--- src/rtl/inst_enc_pkg.sv ---
// rtl/inst_enc_pkg.sv - opcode constants and format encoding shared by the instruction encoder
package inst_enc_pkg;

  localparam logic [6:0] OPC_LOAD   = 7'd3;
  localparam logic [6:0] OPC_STORE  = 7'd35;
  localparam logic [6:0] OPC_BRANCH = 7'd99;

  typedef enum logic [1:0] {
    FMT_I   = 2'd0,
    FMT_S   = 2'd1,
    FMT_SB  = 2'd2,
    FMT_RSV = 2'd3
  } fmt_e;

endpackage

--- src/rtl/imm_fit_check.sv ---
// rtl/imm_fit_check.sv - combinational check that a 32-bit immediate is representable in a format
module imm_fit_check
  import inst_enc_pkg::*;
(
  input  fmt_e        fmt,
  input  logic [31:0] imm,
  output logic        fit
);

  logic hi11_same;
  logic hi12_same;
  logic unused_mid_bits;

  assign hi11_same       = (&imm[31:11]) | ~(|imm[31:11]);
  assign hi12_same       = (&imm[31:12]) | ~(|imm[31:12]);
  assign unused_mid_bits = ^imm[10:1];

  // Branch offsets are in halfwords, so bit 0 must be clear as well.
  always_comb begin
    fit = 1'b0;
    case (fmt)
      FMT_I, FMT_S: fit = hi11_same;
      FMT_SB:       fit = hi12_same & ~imm[0];
      default:      fit = 1'b0;
    endcase
  end

endmodule

--- src/rtl/inst_encoder.sv ---
// rtl/inst_encoder.sv - 2-stage RV32 I/S/SB instruction word encoder with range flagging
// Optional INST_ENC_STATS_EN adds saturating enc_count/err_count outputs.
module inst_encoder
  import inst_enc_pkg::*;
#(
  parameter int CNT_W = 16
) (
  input  logic              clk,
  input  logic              reset,
  input  logic              in_valid,
  output logic              in_ready,
  input  logic [1:0]        in_fmt,
  input  logic [4:0]        in_rd,
  input  logic [4:0]        in_rs1,
  input  logic [4:0]        in_rs2,
  input  logic [2:0]        in_funct3,
  input  logic [31:0]       in_imm,
  output logic              out_valid,
  input  logic              out_ready,
  output logic [31:0]       out_inst,
  output logic              out_err
`ifdef INST_ENC_STATS_EN
  ,
  output logic [CNT_W-1:0]  enc_count,
  output logic [CNT_W-1:0]  err_count
`endif
);

  logic        s1_valid_q, s1_valid_d;
  fmt_e        s1_fmt_q, s1_fmt_d;
  logic [4:0]  s1_rd_q, s1_rd_d;
  logic [4:0]  s1_rs1_q, s1_rs1_d;
  logic [4:0]  s1_rs2_q, s1_rs2_d;
  logic [2:0]  s1_f3_q, s1_f3_d;
  logic [12:0] s1_imm_q, s1_imm_d;
  logic        s1_err_q, s1_err_d;

  logic        out_valid_q, out_valid_d;
  logic [31:0] out_inst_q, out_inst_d;
  logic        out_err_q, out_err_d;

  logic        s2_can_load;
  logic        in_fire;
  logic        out_fire;
  logic        imm_fit;
  logic [31:0] packed_inst;

  imm_fit_check u_fit (
    .fmt (fmt_e'(in_fmt)),
    .imm (in_imm),
    .fit (imm_fit)
  );

  assign s2_can_load = ~out_valid_q | out_ready;
  assign in_ready    = ~s1_valid_q | s2_can_load;
  assign in_fire     = in_valid & in_ready;
  assign out_fire    = out_valid_q & out_ready;

  // Out-of-range immediates are still packed from their low bits; only the flag differs.
  always_comb begin
    packed_inst = 32'h0;
    case (s1_fmt_q)
      FMT_I:   packed_inst = {s1_imm_q[11:0], s1_rs1_q, s1_f3_q, s1_rd_q, OPC_LOAD};
      FMT_S:   packed_inst = {s1_imm_q[11:5], s1_rs2_q, s1_rs1_q, s1_f3_q,
                              s1_imm_q[4:0], OPC_STORE};
      FMT_SB:  packed_inst = {s1_imm_q[12], s1_imm_q[10:5], s1_rs2_q, s1_rs1_q, s1_f3_q,
                              s1_imm_q[4:1], s1_imm_q[11], OPC_BRANCH};
      default: packed_inst = 32'h0;
    endcase
  end

  always_comb begin
    s1_valid_d  = s1_valid_q;
    s1_fmt_d    = s1_fmt_q;
    s1_rd_d     = s1_rd_q;
    s1_rs1_d    = s1_rs1_q;
    s1_rs2_d    = s1_rs2_q;
    s1_f3_d     = s1_f3_q;
    s1_imm_d    = s1_imm_q;
    s1_err_d    = s1_err_q;
    out_valid_d = out_valid_q;
    out_inst_d  = out_inst_q;
    out_err_d   = out_err_q;

    if (s2_can_load) begin
      out_valid_d = s1_valid_q;
      if (s1_valid_q) begin
        out_inst_d = packed_inst;
        out_err_d  = s1_err_q;
      end
      s1_valid_d = 1'b0;
    end

    if (in_fire) begin
      s1_valid_d = 1'b1;
      s1_fmt_d   = fmt_e'(in_fmt);
      s1_rd_d    = in_rd;
      s1_rs1_d   = in_rs1;
      s1_rs2_d   = in_rs2;
      s1_f3_d    = in_funct3;
      s1_imm_d   = in_imm[12:0];
      s1_err_d   = ~imm_fit;
    end
  end

  always_ff @(posedge clk or posedge reset) begin
    if (reset) begin
      s1_valid_q  <= 1'b0;
      s1_fmt_q    <= FMT_I;
      s1_rd_q     <= 5'd0;
      s1_rs1_q    <= 5'd0;
      s1_rs2_q    <= 5'd0;
      s1_f3_q     <= 3'd0;
      s1_imm_q    <= 13'd0;
      s1_err_q    <= 1'b0;
      out_valid_q <= 1'b0;
      out_inst_q  <= 32'h0;
      out_err_q   <= 1'b0;
    end else begin
      s1_valid_q  <= s1_valid_d;
      s1_fmt_q    <= s1_fmt_d;
      s1_rd_q     <= s1_rd_d;
      s1_rs1_q    <= s1_rs1_d;
      s1_rs2_q    <= s1_rs2_d;
      s1_f3_q     <= s1_f3_d;
      s1_imm_q    <= s1_imm_d;
      s1_err_q    <= s1_err_d;
      out_valid_q <= out_valid_d;
      out_inst_q  <= out_inst_d;
      out_err_q   <= out_err_d;
    end
  end

  assign out_valid = out_valid_q;
  assign out_inst  = out_inst_q;
  assign out_err   = out_err_q;

`ifdef INST_ENC_STATS_EN
  logic [CNT_W-1:0] enc_count_q, enc_count_d;
  logic [CNT_W-1:0] err_count_q, err_count_d;

  always_comb begin
    enc_count_d = enc_count_q;
    err_count_d = err_count_q;
    if (out_fire && !(&enc_count_q)) enc_count_d = enc_count_q + 1'b1;
    if (out_fire && out_err_q && !(&err_count_q)) err_count_d = err_count_q + 1'b1;
  end

  always_ff @(posedge clk or posedge reset) begin
    if (reset) begin
      enc_count_q <= '0;
      err_count_q <= '0;
    end else begin
      enc_count_q <= enc_count_d;
      err_count_q <= err_count_d;
    end
  end

  assign enc_count = enc_count_q;
  assign err_count = err_count_q;
`else
  logic             unused_out_fire;
  logic [CNT_W-1:0] unused_cnt;
  assign unused_out_fire = out_fire;
  assign unused_cnt      = '0;
`endif

endmodule

--- config.mk ---
export PLATFORM = sky130hd
export DESIGN_NAME = inst_encoder
export DESIGN_NICKNAME = d
export VERILOG_FILES = /design/src/rtl/inst_enc_pkg.sv /design/src/rtl/imm_fit_check.sv /design/src/rtl/inst_encoder.sv
export SDC_FILE = /design/constraint.sdc
export NUM_CORES = 1
export LEC_CHECK = 0
export ABC_AREA = 1
export ABC_CLOCK_PERIOD_IN_PS = 1800
export BUFFER_PORTS_ARGS = -buffer_cell sky130_fd_sc_hd__buf_4
export CORE_MARGIN = 2
export CORE_UTILIZATION = 33
export DETAILED_ROUTE_END_ITERATION = 7
export MAX_ROUTING_LAYER = met4
export PLACE_DENSITY_LB_ADDON = 0.08
export SLEW_MARGIN = 20
export SYNTH_ARGS = -nofsm -noshare
export SYNTH_HDL_FRONTEND = slang
export SYNTH_HIERARCHICAL = 1
export SYNTH_SLANG_ARGS = --single-unit
--- constraint.sdc ---
create_clock -name clk -period 1.8 [get_ports clk]
set_input_delay 0.09 -clock clk [delete_from_list [all_inputs] [get_ports clk]]
set_output_delay 0.09 -clock clk [all_outputs]
set_load 0.03 [all_outputs]
Word level (Yosys, flattened, before mapping) --
Index checks and enable logic that the tools add are counted. Widths: inputs -> output; s select.
Storage, ports and cells: memory bits (read-only) 0, memories kept 0, register bits 69, bits of input ports 56, bits in writable memories 0, latch bits 0
Cells by class: equal/unequal tests 4, shifts and indexed selects 0, divide/modulo/power cells 0, multipliers 0, $lt $le $gt $ge 0, mux-type cells 4, add/sub/neg operators 0, reduce and logical (&&, ||, !) cells 9, bitwise logic cells 12
Operators with widths (number):
- $pmux 32 s3 | 1
- $reduce_and 21->1 | 1
- $reduce_or 21->1 | 1
- $reduce_and 20->1 | 1
- $reduce_or 20->1 | 1
- $not 1->1 | 6
- $eq 2x1->1 const B | 2
- $eq 2x2->1 const B | 2
- $logic_not 2->1 | 2
- $or 1x1->1 | 4
- $and 1x1->1 | 2
- $mux 1 | 2
- $pmux 1 s2 | 1
- $reduce_and 2->1 | 1
- $reduce_bool 2->1 | 1
- $reduce_or 2->1 | 1

Depth between registers and ports, before layout --
word-level depth 6, mapped depth 9, depth with buffers taken out 9

Modules after synthesis --
Netlist, hierarchy kept.
By module, submodules not included:
- inst_encoder | times used 1, cells an instance 373, area an instance 2971.6 µm²
- imm_fit_check | times used 1, cells an instance 70, area an instance 281.5 µm²

Least setup slack after synthesis --
No wires, ideal clock.
path type register to register, start reg out_valid_q (netlist: out_valid), end reg s1_imm_q[1], cell stages (with the launch flop) 5, data arrival time 1.143 ns, buffers on the path 1, path slack 0.540 ns, clock period less this slack 1.260 ns, library setup time 0.117 ns, path through dfrtp_1 > nand3_2 > buf_2 > nand3_1 > nand2_1
On the way: longest elaborated chain between the ends 4
Ends and longest elaborated chain:
- start: declaration | line inst_encoder.sv:38 | logic out_valid_q, out_valid_d;
- start signal: assignment | line inst_encoder.sv:128 | out_valid_q <= out_valid_d;
- $not 1->1 | line inst_encoder.sv:54 | assign s2_can_load = ~out_valid_q | out_ready;
- $or 1x1->1 | line inst_encoder.sv:54
- $or 1x1->1 | line inst_encoder.sv:55 | assign in_ready = ~s1_valid_q | s2_can_load;
- via in_ready | line inst_encoder.sv:11 | output logic in_ready,
- $and 1x1->1 | line inst_encoder.sv:56 | assign in_fire = in_valid & in_ready;
- end signal: assignment | line inst_encoder.sv:126 | s1_imm_q <= s1_imm_d;
- end: declaration | line inst_encoder.sv:35 | logic [12:0] s1_imm_q, s1_imm_d;
The timed path passes the listed nets, and every way through them passes these cells. A chain may end at the register's enable or synchronous reset.

Worst setup path in the final report --
start reg s1_fmt_q[0], end reg out_inst_q[22] (netlist: out_inst[22])
On the way: longest elaborated chain between the ends 2
Ends and longest elaborated chain:
- start: declaration | line inst_encoder.sv:30 | fmt_e s1_fmt_q, s1_fmt_d;
- start signal: assignment | line inst_encoder.sv:121 | s1_fmt_q <= s1_fmt_d;
- $eq 2x2->1 (tied with other cells) | line inst_encoder.sv:62 | case (s1_fmt_q)
- $pmux 32 s3 * | line inst_encoder.sv:62
- end signal: assignment | line inst_encoder.sv:129 | out_inst_q <= out_inst_d;
- end: declaration | line inst_encoder.sv:39 | logic [31:0] out_inst_q, out_inst_d;
Every way passes the cells marked *; elsewhere a longest branch is shown, timed or not.

==> results by group <==
Status
  • Outcome: completed

Worst setup path
  • Number of buffer and inverter instances along the worst setup path: 2
  • Crit-path max cell delay: 0.41 ns
  • Req. time, crit path: ~2.1 ns
  • Critical path data arrival time: between 1.5 and 2 ns
  • Critical Path Source: s1_fmt_q[0]
  • Crit path max-delay family: flip-flops
  • Type of origin of the critical path: register
  • Critical-path maximum fanout: 11
  • Critical Path End Type: register
  • Reg-to-reg critical path startpoint: s1_fmt_q[0]
  • Setup CP Type: reg -> reg
  • Critical Path, Cell by Cell: inv_1, ha_1, buf_4, nand2_1, nand2_1, nand2_1, nand2_1
  • Slowest cell on the critical path: dfrtp_1
  • Cell repeated most along the worst path: nand2_1

Placement
  • Worst slack after detailed placement: 0.2995 ns
  • Number of port buffers: between 80 and 90
  • HPWL reported at the end of detailed placement: ~6200 um
  • Final estimated routing congestion in global placement: between 0.7 and 0.8
  • Cell area after placement: between 4000 and 5000 um^2

GRT
  • Pin count of the biggest net entering global routing: 37
  • Vias in the first global route: 2908
  • Number of antenna violations at the first check in global routing: 0
  • Global-route wire length before repair: ~14000 um
  • Total Routing Usage GR: a little under a fifth
  • Overflow after GRT: 0

Pwr
  • Total power of the final layout: 0.005179 W
  • LEAKAGE: 2.488 nW
  • Max VDD drop: approximately 0.39 mV
  • Power Density: approximately 1100 nW/um^2

Finish
  • Count of nets after finishing: 621
  • Most common library cell in the layout ignoring fill and taps: nand2_1
  • Area taken by multi-input logic gates: ~1400 um^2
  • Number of antenna repair diodes: 0
  • Most used cells in the layout excluding fill and tap cells: nand2_1, buf_4, dfrtp_1, nand3_1
  • Combined flip-flop and latch cell area: about 1600 um^2
  • Number of filler cells placed in the layout: between 1000 and 1500
  • Finished Cell Area: ~4600 um^2
  • Fraction of layout instances using a drive strength above 1: between 20% and 30%
  • Layout-stage area growth over the synthesis result: 40.04%

Timing
  • Setup-failing EPs final: 0
  • Minimum clock period after layout: 1.494 ns
  • FMAX: between 0.6 and 0.7 GHz
  • Crit share post-route: between 80% and 90%
  • Setup Skew: roughly 0.013 ns
  • Setup total negative slack: 0 ns
  • Post-layout worst setup margin: 0.3060 ns
  • RSZ-0062 raised after global routing: false
  • Hold Violations, Final: 0
  • Max Slew Vio Count: 0

Floorplan
  • Number of placed I/O pins: 91
  • Starting Density: between 30 and 40%
  • FP Rows: 36
  • Die span in x: just over 100 um
  • Core outline area: a little under 10000 um^2
  • Die outline area: 10670 um^2
  • Die outline height: a little over 100 um

Logic synthesis
  • Post-synthesis register bit count: 65
  • Warnings, synthesis: 6
  • Post-synthesis instance area: approximately 3300 um^2
  • Synth unique cells: 21
  • Post-synthesis instance total: between 400 and 500
  • Share of async-settable or async-resettable flops after synthesis: 100.0%
  • Sequential cell area fraction in the yosys report: between 50% and 60%
  • Post-synth EDFFs: 0
  • Avg Inst Size Synth: 7.343 um^2
  • Most used flip-flop cell after synthesis: dfrtp_1

CTS
  • Max Buffers Root-to-Sink: 2
  • Clk slew on worst S/H paths: approximately 0.080 ns
  • H-tree Lvls: 3
  • Number of clock sinks seen by CTS: 65
  • Clock tree root buffer cell: clkbuf_8
  • TritonCTS clock tree: built
  • Clock latency reported for the late side of the worst-skew pair: 0.35 ns
  • TritonCTS buffer count: 9

Hold path
  • Class of the worst hold path: in -> reg
  • Worst Hold Launch: in_funct3[1]

Routing
  • Final routed wire length divided by cell count: 12.54 um
  • Total wirelength of the detailed-routed design: 8751 um
  • Iter 0 DRT Violations: 94
  • Vias per std cell: 4.390
  • Number of vias after detailed routing: 3064
  • DRT Pass-1 Iters: 4
  • Count of nets left with antenna violations after detail routing: 0
  • DRC Markers: 0

Run
  • Max_cap viols: 0
-- kinds of logic after synthesis --
logic type                 count (synthesis)  share of synthesized area (%)
adders and majority gates                  5                          1.923
AOI/OAI and AO/OA                         17                          2.615
buffers and inverters                     35                          5.808
DFF                                       65                          50.00
and+or+nand+nor                          320                          39.54
other                                      1                         0.1153
-- worst register-to-register path, stage by stage (launching register included) --
cell     delay (ns)
dfrtp_1        0.41
inv_1          0.11
ha_1           0.41
buf_4          0.26
nand2_1        0.08
nand2_1        0.06
nand2_1        0.05
nand2_1        0.06
-- where the power goes --
part	internal, W	switching [W]
clock network	0.000779	0.000606
logic	0.000678	0.00110
registers	0.00179	0.000232
total	0.00324	0.00193
-- cell type report --
cell class	instances	share of cell area, %
well taps	133	3.653
flip-flops and latches	65	35.70
clock inverters	7	2.060
inverters	11	0.9063
repair buffers	128	23.24
multi-input cells	345	31.72
clock buffers	9	2.719
-- stage by stage --
| step | utilization, % | hold WS, ns | instances |
|---|---|---|---|
| CTS | 47.04 | 0.007032 | 698 |
| global route | 47.04 | 0.01304 | 698 |
| floorplan | - | 0.2346 | 445 |
| detailed placement | 41.80 | 0.1424 | 653 |
| global placement | 41.80 | 0.1395 | 653 |
| finish | 47.04 | 0.004876 | 698 |
-- flip-flops by register name (all words and copies together) (netlist names) --
| register | flops |
|---|---|
| s1_err_q | 1 |
| s1_rs2_q | 5 |
| s1_f3_q | 3 |
| s1_valid_q | 1 |
| s1_rd_q | 5 |
| out_valid | 1 |
| s1_imm_q | 13 |
| s1_fmt_q | 2 |
| s1_rs1_q | 5 |
| out_err | 1 |
| out_inst | 28 |
-- metal layers --
metal	share of wire, %	vias up	GRT usage, %	wire [um]
met1	49	1381	24.61	4313
met5	0	-	-	0
met2	45	73	28.02	3947
li1	-	1599	-	-
met3	3.9	11	2.823	338
met4	1.7	0	6.984	152
-- final timing paths --
kind	endpoint	cells past startpoint	slack (ns)
min in group asynchronous	s1_rs2_q[2]	3	0.31
hold reg to reg	out_inst[22]	2	0.48
setup reg to reg	out_inst[22]	7	0.31
hold / removal	s1_f3_q[1]	3	0.005
max in group asynchronous	s1_rd_q[3]	4	0.96
setup / recovery	out_inst[22]	7	0.31
-- cells in the mapped netlist (2+ instances only) --
cell / count / share of area [%]
nand2_1: 244 / 28
dfrtp_1: 65 / 50
nand3_1: 36 / 5.5
nor2_1: 29 / 3.3
o21ai_0: 17 / 2.6
buf_2: 13 / 2.0
inv_1: 10 / 1.2
buf_4: 7 / 1.6
ha_1: 5 / 1.9
buf_1: 2 / 0.23
buf_6: 2 / 0.69
nand4_1: 2 / 0.38
nor2_2: 2 / 0.38
or2_1: 2 / 0.38
-- what timing repair did --
item | 4_1_cts | 5_1_grt
buffers inserted | 0 | 0
endpoints found under the hold margin | 44 | 0
gates resized for setup | 0 | 0
setup endpoints to repair | 0 | 0
hold buffers | 29 | 0
No activity file was read; power rests on OpenSTA's default activity.
